### src/rtl/shift_reg_sequencer_if.sv
// Requester-side bundle for shift_reg_sequencer.
// Holds two request channels plus the shared ack/rdata/busy return path.
interface shift_reg_sequencer_if #(
    parameter int WIDTH = 4,
    parameter int LEN_W = 3
);
    logic             req0;
    logic             dir0;
    logic [LEN_W-1:0] len0;
    logic [WIDTH-1:0] pat0;
    logic             req1;
    logic             dir1;
    logic [LEN_W-1:0] len1;
    logic [WIDTH-1:0] pat1;
    logic             ack0;
    logic             ack1;
    logic [WIDTH-1:0] rdata;
    logic             busy;

    modport master (
        output req0, dir0, len0, pat0,
        output req1, dir1, len1, pat1,
        input  ack0, ack1, rdata, busy
    );

    modport slave (
        input  req0, dir0, len0, pat0,
        input  req1, dir1, len1, pat1,
        output ack0, ack1, rdata, busy
    );
endinterface

### src/rtl/shift_reg_sequencer.sv
// Round-robin arbiter and serialiser for one bidirectional serial shift register.
// Every output is a flop; values are loaded from the state being entered.
module shift_reg_sequencer #(
    parameter int WIDTH = 4,
    parameter int LEN_W = 3
) (
    input  logic                   clk,
    input  logic                   rst_n,
    shift_reg_sequencer_if.slave   bus,
    output logic                   sr_en,
    output logic                   sr_dir,
    output logic                   sr_din,
    input  logic [WIDTH-1:0]       sr_dout
);

    localparam int CNT_W = $clog2(WIDTH + 1);
    localparam logic [CNT_W-1:0] CNT_ONE = CNT_W'(1);
    localparam logic [CNT_W-1:0] CNT_MAX = CNT_W'(WIDTH);

    localparam logic [1:0] ST_IDLE    = 2'd0;
    localparam logic [1:0] ST_SHIFT   = 2'd1;
    localparam logic [1:0] ST_CAPTURE = 2'd2;
    localparam logic [1:0] ST_ACK     = 2'd3;

    logic [1:0]       state;
    logic [CNT_W-1:0] bit_cnt;
    logic [CNT_W-1:0] len_q;
    logic [WIDTH-1:0] pat_q;
    logic             win_q;
    logic             last_q;

    logic             grant;
    logic             win;
    logic             win_dir;
    logic [LEN_W-1:0] win_len_raw;
    logic [WIDTH-1:0] win_pat;
    logic [CNT_W-1:0] win_len;

    // Requester 1 wins when alone, or when both ask and 0 was served last.
    always_comb begin
        // NOTE: every signal is assigned on every path so no latch is inferred.
        grant       = bus.req0 | bus.req1;
        win         = bus.req1 & (~bus.req0 | ~last_q);
        win_dir     = win ? bus.dir1 : bus.dir0;
        win_len_raw = win ? bus.len1 : bus.len0;
        win_pat     = win ? bus.pat1 : bus.pat0;
        if (32'(win_len_raw) > WIDTH) begin
            win_len = CNT_MAX;
        end else begin
            win_len = CNT_W'(win_len_raw);
        end
    end

    always_ff @(posedge clk or negedge rst_n) begin
        if (!rst_n) begin
            state     <= ST_IDLE;
            bit_cnt   <= '0;
            len_q     <= '0;
            pat_q     <= '0;
            win_q     <= 1'b0;
            last_q    <= 1'b1;
            sr_en     <= 1'b0;
            sr_dir    <= 1'b0;
            sr_din    <= 1'b0;
            bus.ack0  <= 1'b0;
            bus.ack1  <= 1'b0;
            bus.rdata <= '0;
            bus.busy  <= 1'b0;
        end else begin
            // NOTE: non-blocking assignments keep every flop reading pre-edge values.
            bus.ack0 <= 1'b0;
            bus.ack1 <= 1'b0;
            case (state)
                ST_IDLE: begin
                    if (grant) begin
                        win_q    <= win;
                        len_q    <= win_len;
                        bit_cnt  <= '0;
                        bus.busy <= 1'b1;
                        // pat_q holds the bits still to be presented after the first one.
                        pat_q    <= win_pat >> 1;
                        if (win_len == '0) begin
                            state <= ST_CAPTURE;
                        end else begin
                            state  <= ST_SHIFT;
                            sr_en  <= 1'b1;
                            sr_dir <= win_dir;
                            sr_din <= win_pat[0];
                        end
                    end
                end
                ST_SHIFT: begin
                    if (bit_cnt == len_q - CNT_ONE) begin
                        state  <= ST_CAPTURE;
                        sr_en  <= 1'b0;
                        sr_dir <= 1'b0;
                        sr_din <= 1'b0;
                    end else begin
                        bit_cnt <= bit_cnt + CNT_ONE;
                        sr_din  <= pat_q[0];
                        pat_q   <= pat_q >> 1;
                    end
                end
                ST_CAPTURE: begin
                    bus.rdata <= sr_dout;
                    bus.ack0  <= ~win_q;
                    bus.ack1  <= win_q;
                    state     <= ST_ACK;
                end
                ST_ACK: begin
                    state    <= ST_IDLE;
                    bus.busy <= 1'b0;
                    last_q   <= win_q;
                end
                default: begin
                    state <= ST_IDLE;
                end
            endcase
        end
    end

endmodule

### src/flat_wrapper.sv
// flat-port wrapper written by rule: the top's interface ports become plain ports
module shift_reg_sequencer_flat 
#(
    parameter int WIDTH = 4,
    parameter int LEN_W = 3
)
  (clk, rst_n, sr_en, sr_dir, sr_din, sr_dout, bus_req0, bus_dir0, bus_len0, bus_pat0, bus_req1, bus_dir1, bus_len1, bus_pat1, bus_ack0, bus_ack1, bus_rdata, bus_busy);
  shift_reg_sequencer_if #(.WIDTH(WIDTH), .LEN_W(LEN_W)) bus_i ();
  input  logic clk;
  input  logic rst_n;
  output logic sr_en;
  output logic sr_dir;
  output logic sr_din;
  input  logic [WIDTH-1:0] sr_dout;
  input wire logic [$bits(bus_i.req0)-1:0] bus_req0;
  input wire logic [$bits(bus_i.dir0)-1:0] bus_dir0;
  input wire logic [$bits(bus_i.len0)-1:0] bus_len0;
  input wire logic [$bits(bus_i.pat0)-1:0] bus_pat0;
  input wire logic [$bits(bus_i.req1)-1:0] bus_req1;
  input wire logic [$bits(bus_i.dir1)-1:0] bus_dir1;
  input wire logic [$bits(bus_i.len1)-1:0] bus_len1;
  input wire logic [$bits(bus_i.pat1)-1:0] bus_pat1;
  output wire logic [$bits(bus_i.ack0)-1:0] bus_ack0;
  output wire logic [$bits(bus_i.ack1)-1:0] bus_ack1;
  output wire logic [$bits(bus_i.rdata)-1:0] bus_rdata;
  output wire logic [$bits(bus_i.busy)-1:0] bus_busy;
  assign bus_i.req0 = bus_req0;
  assign bus_i.dir0 = bus_dir0;
  assign bus_i.len0 = bus_len0;
  assign bus_i.pat0 = bus_pat0;
  assign bus_i.req1 = bus_req1;
  assign bus_i.dir1 = bus_dir1;
  assign bus_i.len1 = bus_len1;
  assign bus_i.pat1 = bus_pat1;
  assign bus_ack0 = bus_i.ack0;
  assign bus_ack1 = bus_i.ack1;
  assign bus_rdata = bus_i.rdata;
  assign bus_busy = bus_i.busy;
  shift_reg_sequencer #(.WIDTH(WIDTH), .LEN_W(LEN_W)) u_core (.clk(clk), .rst_n(rst_n), .bus(bus_i), .sr_en(sr_en), .sr_dir(sr_dir), .sr_din(sr_din), .sr_dout(sr_dout));
endmodule
### config.mk
export PLATFORM = sky130hd
export DESIGN_NAME = shift_reg_sequencer_flat
export DESIGN_NICKNAME = d
export VERILOG_FILES = /design/src/rtl/shift_reg_sequencer_if.sv /design/src/rtl/shift_reg_sequencer.sv /design/src/flat_wrapper.sv
export SDC_FILE = /design/constraint.sdc
export NUM_CORES = 1
export LEC_CHECK = 0
export BUFFER_PORTS_ARGS = -buffer_cell sky130_fd_sc_hd__buf_4
export CAP_MARGIN = 20
export CORE_UTILIZATION = 37
export DETAILED_ROUTE_END_ITERATION = 6
export PLACE_DENSITY = 0.59
export SLEW_MARGIN = 20
export SYNTH_ARGS = -nofsm -noshare
export SYNTH_HDL_FRONTEND = slang
export SYNTH_SLANG_ARGS = --single-unit
### constraint.sdc
create_clock -name clk -period 2.69 [get_ports clk]
set_clock_uncertainty 0.1 [all_clocks]
set_input_delay 0.269 -clock clk [delete_from_list [all_inputs] [get_ports clk]]
set_output_delay 0.269 -clock clk [all_outputs]
set_load 0.005 [all_outputs]
-- After elaboration in Yosys (flattened, before gate mapping)
Index checks and enable logic that the tools add are counted.
- add/sub/neg operators: 2
- order comparisons: 1
- equality and inequality tests: 8
- mux-type cells: 29
- bitwise operators: 6
- reductions and logical operators: 10
- operators with widths (operator ; number):
    2-to-1 mux 1 bit ; 12
    2-to-1 mux 3 bit ; 4
    2-to-1 mux 4 bit ; 3
    case mux 1 bit (2 select lines) ; 4
    case mux 2 bit (4 select lines) ; 1
    case mux 4 bit (2 select lines) ; 1
    2-to-1 mux 2 bit ; 3
    case mux 3 bit (2 select lines) ; 1
    AND reduction 2 bit ; 3
    AND reduction 3 bit ; 2
    == test 2 bit, second input constant ; 2
    != test 2 x 1 -> 1 bit, second input constant ; 2
    != test 2 bit, second input constant ; 2
    AND reduction 4 bit ; 1
    nonzero test 2 bit ; 2
    adder 3 x 1 -> 3 bit, second input constant ; 1
    == test 3 bit ; 1
    > comparator 3 bit, second input constant ; 1
    logical NOT 3 bit ; 1
    inverter 1 bit ; 3
    subtractor 3 x 1 -> 3 bit, second input constant ; 1
    == test 2 x 1 -> 1 bit, second input constant ; 1
    logical NOT 2 bit ; 1
    OR 1 bit ; 2
    bitwise AND 1 bit ; 1
- register bits after elaboration: 24
- word-level logic and storage cells: 69

-- Logic depth before layout (Yosys ltp)
Gate-level depths: netlist of run 1.
- depth in word-level cells: 10
- depth in mapped cells: 7

-- Worst setup path before layout of run 1
No wires, ideal clock.
- kind: flip-flop to flip-flop
- from: register u_core.len_q[0]
- to: register u_core.pat_q[0]
- data arrival time: 1.772 ns
- required time: 2.465 ns
- path slack: 0.693 ns
- stages on the path, launching flop included: 7
- path buffers: 0
- period minus slack after synthesis: 1.997 ns
- cells stage by stage: dfrtp_1 -> inv_1 -> ha_1 -> xnor2_1 -> or4b_4 -> nand2_2 -> mux2_2
- cells in the longest elaborated chain, start to end: 4
- RTL lines (element ; RTL line ; source):
    from (decl) ; shift_reg_sequencer.sv:27 ; logic [CNT_W-1:0] len_q;
    from (signal assigned) ; shift_reg_sequencer.sv:77 ; len_q <= win_len;
    subtractor 3 x 1 -> 3 bit ; shift_reg_sequencer.sv:93 ; if (bit_cnt == len_q - CNT_ONE) begin
    == test 3 bit ; shift_reg_sequencer.sv:93 ;
    != test 2 bit (no source line) ; - ;
    AND reduction 3 bit (no source line) ; - ;
    to (signal assigned) ; shift_reg_sequencer.sv:81 ; pat_q <= win_pat >> 1;
    to (signal assigned) ; shift_reg_sequencer.sv:101 ; pat_q <= pat_q >> 1;
    to (decl) ; shift_reg_sequencer.sv:28 ; logic [WIDTH-1:0] pat_q;
Every way passes these cells.
A chain may end at the register's enable or synchronous reset.

-- Final worst setup path of run 1
- from: register u_core.state[0]
- to: register u_core.pat_q[1]
- cells in the longest elaborated chain, start to end: 3
- elaborated cells on any way between the ends: 7
- classes of those cells: eq/ne: 3; mux: 1; reduce/logical: 3
- RTL lines (element ; RTL line ; source):
    from (decl) ; shift_reg_sequencer.sv:25 ; logic [1:0] state;
    from (signal assigned) ; shift_reg_sequencer.sv:56 ; state <= ST_IDLE;
    from (signal assigned) ; shift_reg_sequencer.sv:83 ; state <= ST_CAPTURE;
    from (signal assigned) ; shift_reg_sequencer.sv:85 ; state <= ST_SHIFT;
    == test 2 x 1 -> 1 bit or logical NOT 2 bit (tied branches) ; shift_reg_sequencer.sv:73 ; case (state)
    != test 2 bit (no source line) (tied with other cells) ; - ;
    AND reduction 3 bit (no source line) ; - ;
Several ways; a longest one is shown, not always the timed one.

==> results.json, run 1 <==
{
  "boundaryPins": 34,
  "detail_route.wl_per_cell_um": 13.5,
  "power_frac_clock_pct": 9.7,
  "syn_nets": 139,
  "utilization_pct": 50.4,
  "die-width_um": 60.2,
  "internal_power_mw": 1.05,
  "reg2reg_to": "u_core.pat_q[1]",
  "synth_edf_count": 0,
  "max-slew-margin-rel_pct": 72.6,
  "setup.worst_path.end": "u_core.pat_q[1]",
  "fp.dieH_um": 60.2,
  "vdd.ir_drop.worst_uv": 490,
  "outcome": "finished, final reports clean",
  "tightest_slew_ns": 0.411,
  "synth.most_common_cell": "dfrtp_1",
  "clock_path_buffers": 2,
  "crit_path_max_incr_delay_ns": 0.53,
  "finalSetupViolations": 0,
  "postCtsHoldBufs": 1,
  "cp.arrival_ns": 2.41,
  "gp_congestion": 0.729,
  "hold_path.class": "in -> reg",
  "seq_area_frac_synth_pct": 46.1,
  "grt_pass1_wl_um": 4440,
  "clockRootBuffer": "clkbuf_4",
  "drive_above_1_share_pct": 36.1,
  "slew_violations": 0,
  "syn_to_final_growth_pct": 25.9,
  "max_freq_mhz": 435,
  "final_antenna_net_count": 0,
  "firstDrtPassIters": 4,
  "slowest_stage": "or3b_2",
  "seqPwrFrac_pct": 37.8,
  "fill_cells": 306,
  "synth-main-ff-cell": "dfrtp_1",
  "p_per_area_nw_per_um2": 1030,
  "yosys_warnings": 0,
  "core_um2": 3130,
  "cts_tree": "yes",
  "worstSetupPathType": "reg -> reg",
  "hp-start": "sr_dout[2]",
  "end_kind": "register",
  "h-tree-depth": 1,
  "syn_area_per_cell_um2": 11.5,
  "yosys.area.top_type": "dfrtp_1",
  "hold_viol_final": 0,
  "grt_antenna_before_repair": 0,
  "syn_inst": 109,
  "cp_cell_sequence": "inv_1 -> ha_1 -> or3b_2 -> o21a_1 -> nand2_2 -> mux2_2",
  "crit_path_max_fanout": 13,
  "post_cts_buffers": 0,
  "cts_made_buffers": 3,
  "reg2reg_slack_ns": 0.39,
  "vias": 946,
  "num_rows": 20,
  "async_flop_share_pct": 100,
  "grt_max_degree": 24,
  "maxCapViolations": 0,
  "crit_start": "u_core.state[0]",
  "comb_power_share_pct": 52.5,
  "grt-ovfl-total": 0,
  "post_cts_resized": 0,
  "vias_per_cell": 5.03,
  "fin_nets": 175,
  "rr_worst_depth": 6,
  "dieArea_um2": 3620,
  "synth_top_area_share_pct": 44.0,
  "grt_usage_pct": 16.7,
  "synthTopCellsByCount": "22 x dfrtp_1, 8 x mux2_2, 8 x mux2i_1",
  "r2r-start": "u_core.state[0]",
  "drt-initial-drc-count": 13,
  "finalCriticalPeriod_ns": 2.30,
  "start_util_pct": 40.0,
  "first_global_vias": 1016,
  "syn_area_um2": 1250,
  "start_kind": "register",
  "final.setup.tns_ns": 0,
  "dp_hpwl_um": 2020,
  "clk_latency_ns": 0.31,
  "drc": 0,
  "antenna_cells": 0,
  "required_ns": 2.80,
  "rsz0062_at_grt": "no",
  "cts_sinks": 23,
  "cts.clk_slew.worst_paths_ns": 0.12,
  "min_period_over_period_pct": 85.4,
  "synth_seq_cells": 23,
  "leakage_nw": 0.736,
  "synth.area.top_cells": "dfrtp_1 44%, mux2_2 7.2%, mux2i_1 6.4%, ha_1 6.0%, o21ai_0 2.8%",
  "ys_types": 37,
  "switching_share_pct": 35.5,
  "wl_um": 2540,
  "io_buffers": 33,
  "p_sw_uw": 578
}
==> cell usage in the layout (no fill, tap or decap), drive strengths merged, types with 2 or more instances in the layout <==
cell type  instances
dfrtp             22
nand2b             2
a22o               2
ha                 6
clkbuf             3
o21ai              7
o2bb2ai            3
inv                7
a2bb2oi            2
a21oi              2
o31ai              2
buf               34
nand2              7
o21a               3
nor4b              2
o22ai              2
nor2               3
mux2               8
mux2i              8
xnor2              2
==> per-stage QoR <==
step | hold slack (ns) | instances | setup WS, ns | total power, mW | area [µm²]
final | 0.0803 | 188 | 0.394 | 1.63 | 1580
after global routing | 0.0712 | 188 | 0.237 | 1.79 | 1580
after CTS | 0.0713 | 188 | 0.383 | 1.66 | 1580
after detailed placement | 0.0767 | 183 | 0.411 | 1.49 | 1540
after global placement | 0.0805 | 183 | 0.506 | 1.46 | 1540
after floorplan | -0.127 | 109 | 0.693 | 1.23 | 1250
==> registers in the layout, indices dropped and copies added, names as in the netlist, 2 cells and up <==
signal and count:
u_core.bus.rdata 4, u_core.pat_q 3, u_core.state 2, u_core.bit_cnt 3, u_core.len_q 3
==> power groups by stage <==
stage / registers [mW] / logic (mW) / clock network (mW)
3_3_place_gp: 0.616 / 0.840 / 0
5_1_grt: 0.637 / 0.972 / 0.178
3_5_place_dp: 0.625 / 0.869 / 0
2_1_floorplan: 0.607 / 0.623 / 0
4_1_cts: 0.619 / 0.874 / 0.166
6_report: 0.615 / 0.856 / 0.158
==> layer usage <==
metal	part of all wire, %	GRT usage (%)
met2	53	29.7
met4	1.1	3.99
met5	0	0
met3	4.5	4.76
met1	42	19.6
==> cell families (layout without fill, tap and decap cells) <==
group,after synthesis,in the layout,share of synthesized area [%]
XOR/XNOR,3,3,3.30
AO/OA/AOI/OAI,29,29,16.8
AND/OR/NAND/NOR,21,21,10.3
flip-flops,23,23,46.1
buffers and inverters,11,46,4.00
adder cells (fa/ha/maj),6,6,5.99
multiplexers,16,16,13.6
==> critical path, delay by kind of cell (launching register included) <==
kind            cells  cell delay [ns]
buf+inv             1             0.10
flops               1             0.44
mux                 1             0.33
compound gates      1             0.17
simple gates        2             0.63
fa+ha+maj           1             0.41
==> layout make-up <==
class	instances	area (µm²)	area share, %
clock buffer	3	22.5	1.43
clock inverter	1	5.00	0.317
timing repair buffer	35	265	16.8
multi-input combinational	75	626	39.7
inverter	7	26.3	1.67
tap	44	55.1	3.49
sequential	23	577	36.6
==> worst min-delay path by stage <==
stage | to | slack (ns) | cells after the start
after floorplan | u_core.bit_cnt[0] | -0.13 | 0
after global placement | u_core.bit_cnt[2] | 0.08 | 1
after detailed placement | u_core.pat_q[2] | 0.08 | 1
after CTS | u_core.bus.rdata[2] | 0.07 | 2
after global routing | u_core.bus.rdata[2] | 0.07 | 2
final | u_core.bus.rdata[2] | 0.08 | 2
Power figures use the tool's default switching activity.
==> inputs of run 2 (changes only) <==
--- a/config.mk
+++ b/config.mk
@@ -9,6 +9,7 @@
 export CAP_MARGIN = 20
 export CORE_UTILIZATION = 37
 export DETAILED_ROUTE_END_ITERATION = 6
+export GPL_TIMING_DRIVEN = 0
 export PLACE_DENSITY = 0.59
 export SLEW_MARGIN = 20
 export SYNTH_ARGS = -nofsm -noshare
==> constraint.sdc (replaced) <==
create_clock -name clk -period 2.8 [get_ports clk]
set_clock_uncertainty 0.1 [all_clocks]
set_input_delay 0.28 -clock clk [delete_from_list [all_inputs] [get_ports clk]]
set_output_delay 0.28 -clock clk [all_outputs]
set_load 0.005 [all_outputs]
==> run 2 against run 1 <==
  * Global-route usage shrank 0.55 points
  * Sequential power shrank 4.1%
  * Largest cell class unchanged
  * Wire length shrank 2.1%
  * Register-to-register slack gained 0.27 ns
==> results.json, run 2 (synthesized netlist as in run 1, its figures left out) <==
{
  "grt_pass1_wl_um": 4300,
  "multi_input_area_um2": 626,
  "firstDrtPassIters": 3,
  "rsz0062_at_grt": "no",
  "antenna_cells": 0,
  "clockRootBuffer": "clkbuf_4",
  "fin_hold_ws_ns": 0.0891,
  "final.setup.tns_ns": 0,
  "drc": 0,
  "largest-register": "u_core.bus.rdata",
  "cts_made_buffers": 3,
  "vdd.ir_drop.worst_uv": 532,
  "layout_common_cells": "33 x buf_4, 22 x dfrtp_1, 8 x mux2_2, 8 x mux2i_1",
  "dieArea_um2": 3620,
  "detail_route.wl_per_cell_um": 13.0,
  "end_kind": "register",
  "cp_cell_sequence": "inv_1 -> ha_1 -> clkbuf_1 -> o21a_1 -> nand2b_1 -> a2bb2oi_1 -> o31ai_1",
  "die-width_um": 60.2,
  "finalCriticalPeriod_ns": 2.13,
  "design_area_um2": 1590,
  "core_um2": 3130,
  "ff_latch_area_um2": 577,
  "p_per_area_nw_per_um2": 999,
  "hold_viol_final": 0,
  "hold_path.class": "in -> reg",
  "clock_path_buffers": 2,
  "final_antenna_net_count": 0,
  "finalSetupViolations": 0,
  "slew_violations": 0,
  "dp.cells": 186,
  "final_cell_count_no_fill": 191,
  "worstSetupPathType": "reg -> reg",
  "maxCapViolations": 0,
  "cts_sinks": 23,
  "tightest_slew_ns": 0.385,
  "outcome": "finished, final reports clean",
  "slowest_stage": "dfrtp_1",
  "cts.clk_slew.worst_paths_ns": 0.13,
  "cp.arrival_ns": 2.26,
  "cts_tree": "yes",
  "grt_max_degree": 24,
  "post_cts_buffers": 0,
  "crit_path_max_incr_delay_ns": 0.45,
  "start_kind": "register",
  "fill_cells": 306,
  "fp.dieH_um": 60.2,
  "drive_above_1_share_pct": 36.1,
  "vias": 962,
  "dpl_cell_area_um2": 1560,
  "io_buffers": 33,
  "max_freq_mhz": 469,
  "min_period_over_period_pct": 76.1,
  "fin_nets": 178,
  "grt-ovfl-total": 0,
  "num_rows": 20,
  "largest_register_ffs": 4,
  "dp_hpwl_um": 1890,
  "h-tree-depth": 1,
  "required_ns": 2.93,
  "first_global_vias": 1027,
  "clk_latency_ns": 0.31,
  "vias_per_cell": 5.04,
  "drt-initial-drc-count": 41,
  "grt_antenna_before_repair": 0,
  "boundaryPins": 34,
  "start_util_pct": 40.0,
  "crit_path_max_fanout": 10,
  "wl_um": 2490,
  "max-slew-margin-rel_pct": 74.0,
  "final_common_cell": "buf_4",
  "syn_to_final_growth_pct": 27.2,
  "leakage_nw": 0.743,
  "grt_usage_pct": 16.2,
  "gp_congestion": 0.704
}
-- run 2: where the power goes --
part | total, mW | switching, mW | internal, mW
Clock | 0.159 | 0.105 | 0.0534
Sequential | 0.590 | 0.0971 | 0.493
Combinational | 0.842 | 0.369 | 0.473
Total | 1.59 | 0.572 | 1.02
-- run 2: critical path: cells and delay by family, from the launching register on --
kind	cells	cell delay (ns)
AOI/OAI and AO/OA	3	0.66
adders and majority gates	1	0.20
DFF	1	0.45
and+or+nand+nor	1	0.21
buffers and inverters	2	0.43
-- run 2: routing by layer --
layer  GRT usage, %  share of wire, %  up-vias
met1           18.8                45      468
met4           3.99              0.72        0
met2           29.2                51       18
met5              0                 0        -
li1               -                 -      474
met3           4.11               2.9        2
-- run 2: through the flow --
stage	util (%)	power, mW	setup WS (ns)
after floorplan	-	1.18	0.803
after global placement	49.7	1.42	0.673
after detailed placement	49.7	1.44	0.661
after CTS	50.9	1.61	0.628
final	50.9	1.59	0.668
after global routing	50.9	1.73	0.475
-- run 2: final timing paths --
kind	start	slack (ns)	endpoint	depth (start not counted)
max	u_core.state[0]	0.67	u_core.sr_din	7
min	sr_dout[2]	0.09	u_core.bus.rdata[2]	2
max reg2reg	u_core.state[0]	0.67	u_core.sr_din	7
min reg2reg	u_core.win_q	0.38	u_core.bus.ack0	1
max in group asynchronous	rst_n	2.03	u_core.last_q	2
min in group asynchronous	rst_n	0.28	u_core.pat_q[2]	2
-- run 2: timing repair --
action | CTS | global route
endpoints found under the hold margin | 23 | 0
hold buffers | 1 | 0
gates resized for setup | 0 | 0
-- run 2: cell type report --
class | count | share of cell area (%)
buffer | 4 | 1.49
multi-input combinational | 75 | 39.3
tap | 44 | 3.46
clock buffer | 3 | 1.41
timing repair buffer | 34 | 16.2
clock inverter | 1 | 0.314
sequential | 23 | 36.2
inverter | 7 | 1.65
==> inputs of run 3 (changes only) <==
--- a/config.mk
+++ b/config.mk
@@ -5,12 +5,13 @@
 export SDC_FILE = /design/constraint.sdc
 export NUM_CORES = 1
 export LEC_CHECK = 0
+export ABC_AREA = 1
 export BUFFER_PORTS_ARGS = -buffer_cell sky130_fd_sc_hd__buf_4
 export CAP_MARGIN = 20
 export CORE_UTILIZATION = 37
 export DETAILED_ROUTE_END_ITERATION = 6
 export GPL_TIMING_DRIVEN = 0
-export PLACE_DENSITY = 0.59
+export PLACE_DENSITY = 0.58
 export SLEW_MARGIN = 20
 export SYNTH_ARGS = -nofsm -noshare
 export SYNTH_HDL_FRONTEND = slang
==> constraint.sdc (replaced) <==
create_clock -name clk -period 2.12 [get_ports clk]
set_clock_uncertainty 0.1 [all_clocks]
set_input_delay 0.212 -clock clk [delete_from_list [all_inputs] [get_ports clk]]
set_output_delay 0.212 -clock clk [all_outputs]
set_load 0.005 [all_outputs]
==> run 3 against run 2 <==
  * Non-clock buffer count increased by 1
  * Fmax increased by 24%
  * Cell count up 31%
  * Setup slack worse by 0.27 ns
  * Critical path depth is 2 higher
  * Synthesized area up 2.6%
  * Clock power increased by 34%
  * Die area up 2.5%
  * Register-to-register slack got worse by 0.27 ns
  * Synthesized cell count rose by 50%
  * Global-route usage is 0.39 points higher
==> results.json, run 3 <==
{
  "outcome": "finished, final reports clean",
  "min_period_over_period_pct": 81.3,
  "cts_tree": "yes",
  "cp_cell_sequence": "inv_1 -> ha_1 -> buf_4 -> inv_2 -> o21ai_2 -> nand2_2 -> inv_1 -> nand2_1 -> nand2_1",
  "synth.most_common_cell": "nand2_1",
  "max-slew-margin-rel_pct": 79.7,
  "drive_above_1_share_pct": 28.8,
  "dieArea_um2": 3710,
  "leakage_nw": 0.909,
  "worstSetupPathType": "reg -> reg",
  "finalCriticalPeriod_ns": 1.72,
  "crit_path_max_fanout": 10,
  "final.setup.tns_ns": 0,
  "syn_area_per_cell_um2": 7.88,
  "wl_um": 2620,
  "grt_pass1_wl_um": 4460,
  "rsz0062_at_grt": "no",
  "fin_nets": 236,
  "synth.area.top_cells": "dfrtp_1 43%, nand2_1 19%, ha_1 5.8%, inv_1 4.4%, nand3_1 3.5%",
  "postCtsHoldBufs": 5,
  "tightest_slew_ns": 0.304,
  "boundaryPins": 34,
  "clock_path_buffers": 2,
  "firstDrtPassIters": 4,
  "p_per_area_nw_per_um2": 1250,
  "fin_hold_ws_ns": 0.0384,
  "end_kind": "register",
  "vdd.ir_drop.worst_uv": 637,
  "largest_register_ffs": 4,
  "synth-main-ff-cell": "dfrtp_1",
  "io_buffers": 33,
  "syn_nets": 193,
  "async_flop_share_pct": 100,
  "final_antenna_net_count": 0,
  "ff_latch_area_um2": 577,
  "seq_area_frac_synth_pct": 44.9,
  "num_rows": 21,
  "yosys_warnings": 0,
  "crit_path_max_incr_delay_ns": 0.44,
  "grt_max_degree": 24,
  "post_cts_resized": 0,
  "slew_violations": 0,
  "grt_antenna_before_repair": 0,
  "gp_congestion": 0.723,
  "hold_path.class": "in -> reg",
  "fill_cells": 341,
  "clockRootBuffer": "clkbuf_4",
  "h-tree-depth": 1,
  "drt-initial-drc-count": 36,
  "antenna_cells": 0,
  "yosys.area.top_type": "dfrtp_1",
  "largest-register": "u_core.bus.rdata",
  "max_freq_mhz": 580,
  "start_util_pct": 38.5,
  "maxCapViolations": 0,
  "required_ns": 2.28,
  "reg2reg_slack_ns": 0.40,
  "post_cts_buffers": 0,
  "cts.clk_slew.worst_paths_ns": 0.14,
  "utilization_pct": 50.1,
  "final_common_cell": "nand2_1",
  "design_area_um2": 1670,
  "cp.arrival_ns": 1.89,
  "hold_viol_final": 0,
  "cts_sinks": 23,
  "cts_made_buffers": 3,
  "fp.dieH_um": 60.9,
  "multi_input_area_um2": 629,
  "syn_inst": 163,
  "finalSetupViolations": 0,
  "vias": 1149,
  "syn_area_um2": 1280,
  "synth_edf_count": 0,
  "detail_route.wl_per_cell_um": 10.4,
  "grt_usage_pct": 16.6,
  "die-width_um": 60.9,
  "first_global_vias": 1075,
  "ys_types": 24,
  "slowest_stage": "dfrtp_1",
  "core_um2": 3340,
  "vias_per_cell": 4.58,
  "dp_hpwl_um": 2050,
  "clk_latency_ns": 0.32,
  "syn_to_final_growth_pct": 30.0,
  "grt-ovfl-total": 0,
  "start_kind": "register",
  "layout_common_cells": "65 x nand2_1, 34 x buf_4, 22 x dfrtp_1, 15 x inv_1, 9 x nand3_1",
  "dpl_cell_area_um2": 1590,
  "drc": 0,
  "synth_top_area_share_pct": 42.8,
  "synthTopCellsByCount": "65 x nand2_1, 22 x dfrtp_1, 15 x inv_1",
  "synth_seq_cells": 23
}
[run 3: final timing paths]
kind	start	to	cells past startpoint
hold reg to reg	u_core.win_q	u_core.bus.ack0	1
setup / recovery	u_core.state[1]	u_core.pat_q[0]	9
max in group asynchronous	rst_n	u_core.last_q	2
setup reg to reg	u_core.state[1]	u_core.pat_q[0]	9
min in group asynchronous	rst_n	u_core.bus.ack1	2
hold / removal	bus_pat1[3]	u_core.pat_q[2]	3
[run 3: critical path: cells and delay by family, from the launching register on]
family          cells  cell delay [ns]
buf+inv             4             0.41
flops               1             0.44
fa+ha+maj           1             0.14
simple gates        3             0.29
compound gates      1             0.28
[run 3: logic make-up after synthesis]
group                      share of synthesized area (%)
AOI/OAI and AO/OA                                   7.20
xor gates and xnor gates                            1.36
adders and majority gates                           5.84
buffers and inverters                               6.13
DFF                                                 44.9
muxes                                              0.876
and+or+nand+nor                                     33.7
[run 3: per-layer routing]
layer / track usage (%) / up-vias / routed length (µm)
met5: 0 / - / 0
met4: 3.90 / 0 / 25
met3: 4.48 / 4 / 60
met2: 28.9 / 14 / 1340
met1: 20.4 / 540 / 1200
li1: - / 591 / -
[run 3: power by group]
part / internal, mW / switching [mW] / leakage [nW] / total [mW]
clock: 0.0720 / 0.141 / 0.0139 / 0.213
sequential: 0.638 / 0.119 / 0.287 / 0.757
combinational: 0.470 / 0.641 / 0.609 / 1.11
total: 1.18 / 0.900 / 0.909 / 2.08
[run 3: per-stage QoR]
step | total power, mW | worst slack, ns | cells
after floorplan | 1.53 | 0.605 | 163
after global placement | 1.85 | 0.461 | 242
after detailed placement | 1.89 | 0.417 | 242
after CTS | 2.11 | 0.377 | 251
after global routing | 2.30 | 0.227 | 251
final | 2.08 | 0.396 | 251
[run 3: layout make-up]
type | instances | area share (%)
Tap cell | 46 | 3.45
Timing Repair Buffer | 38 | 17.8
Multi-Input combinational cell | 120 | 37.7
Sequential cell | 23 | 34.5
Clock inverter | 1 | 0.449
Buffer | 1 | 0.449
Clock buffer | 3 | 1.35
Inverter | 19 | 4.27
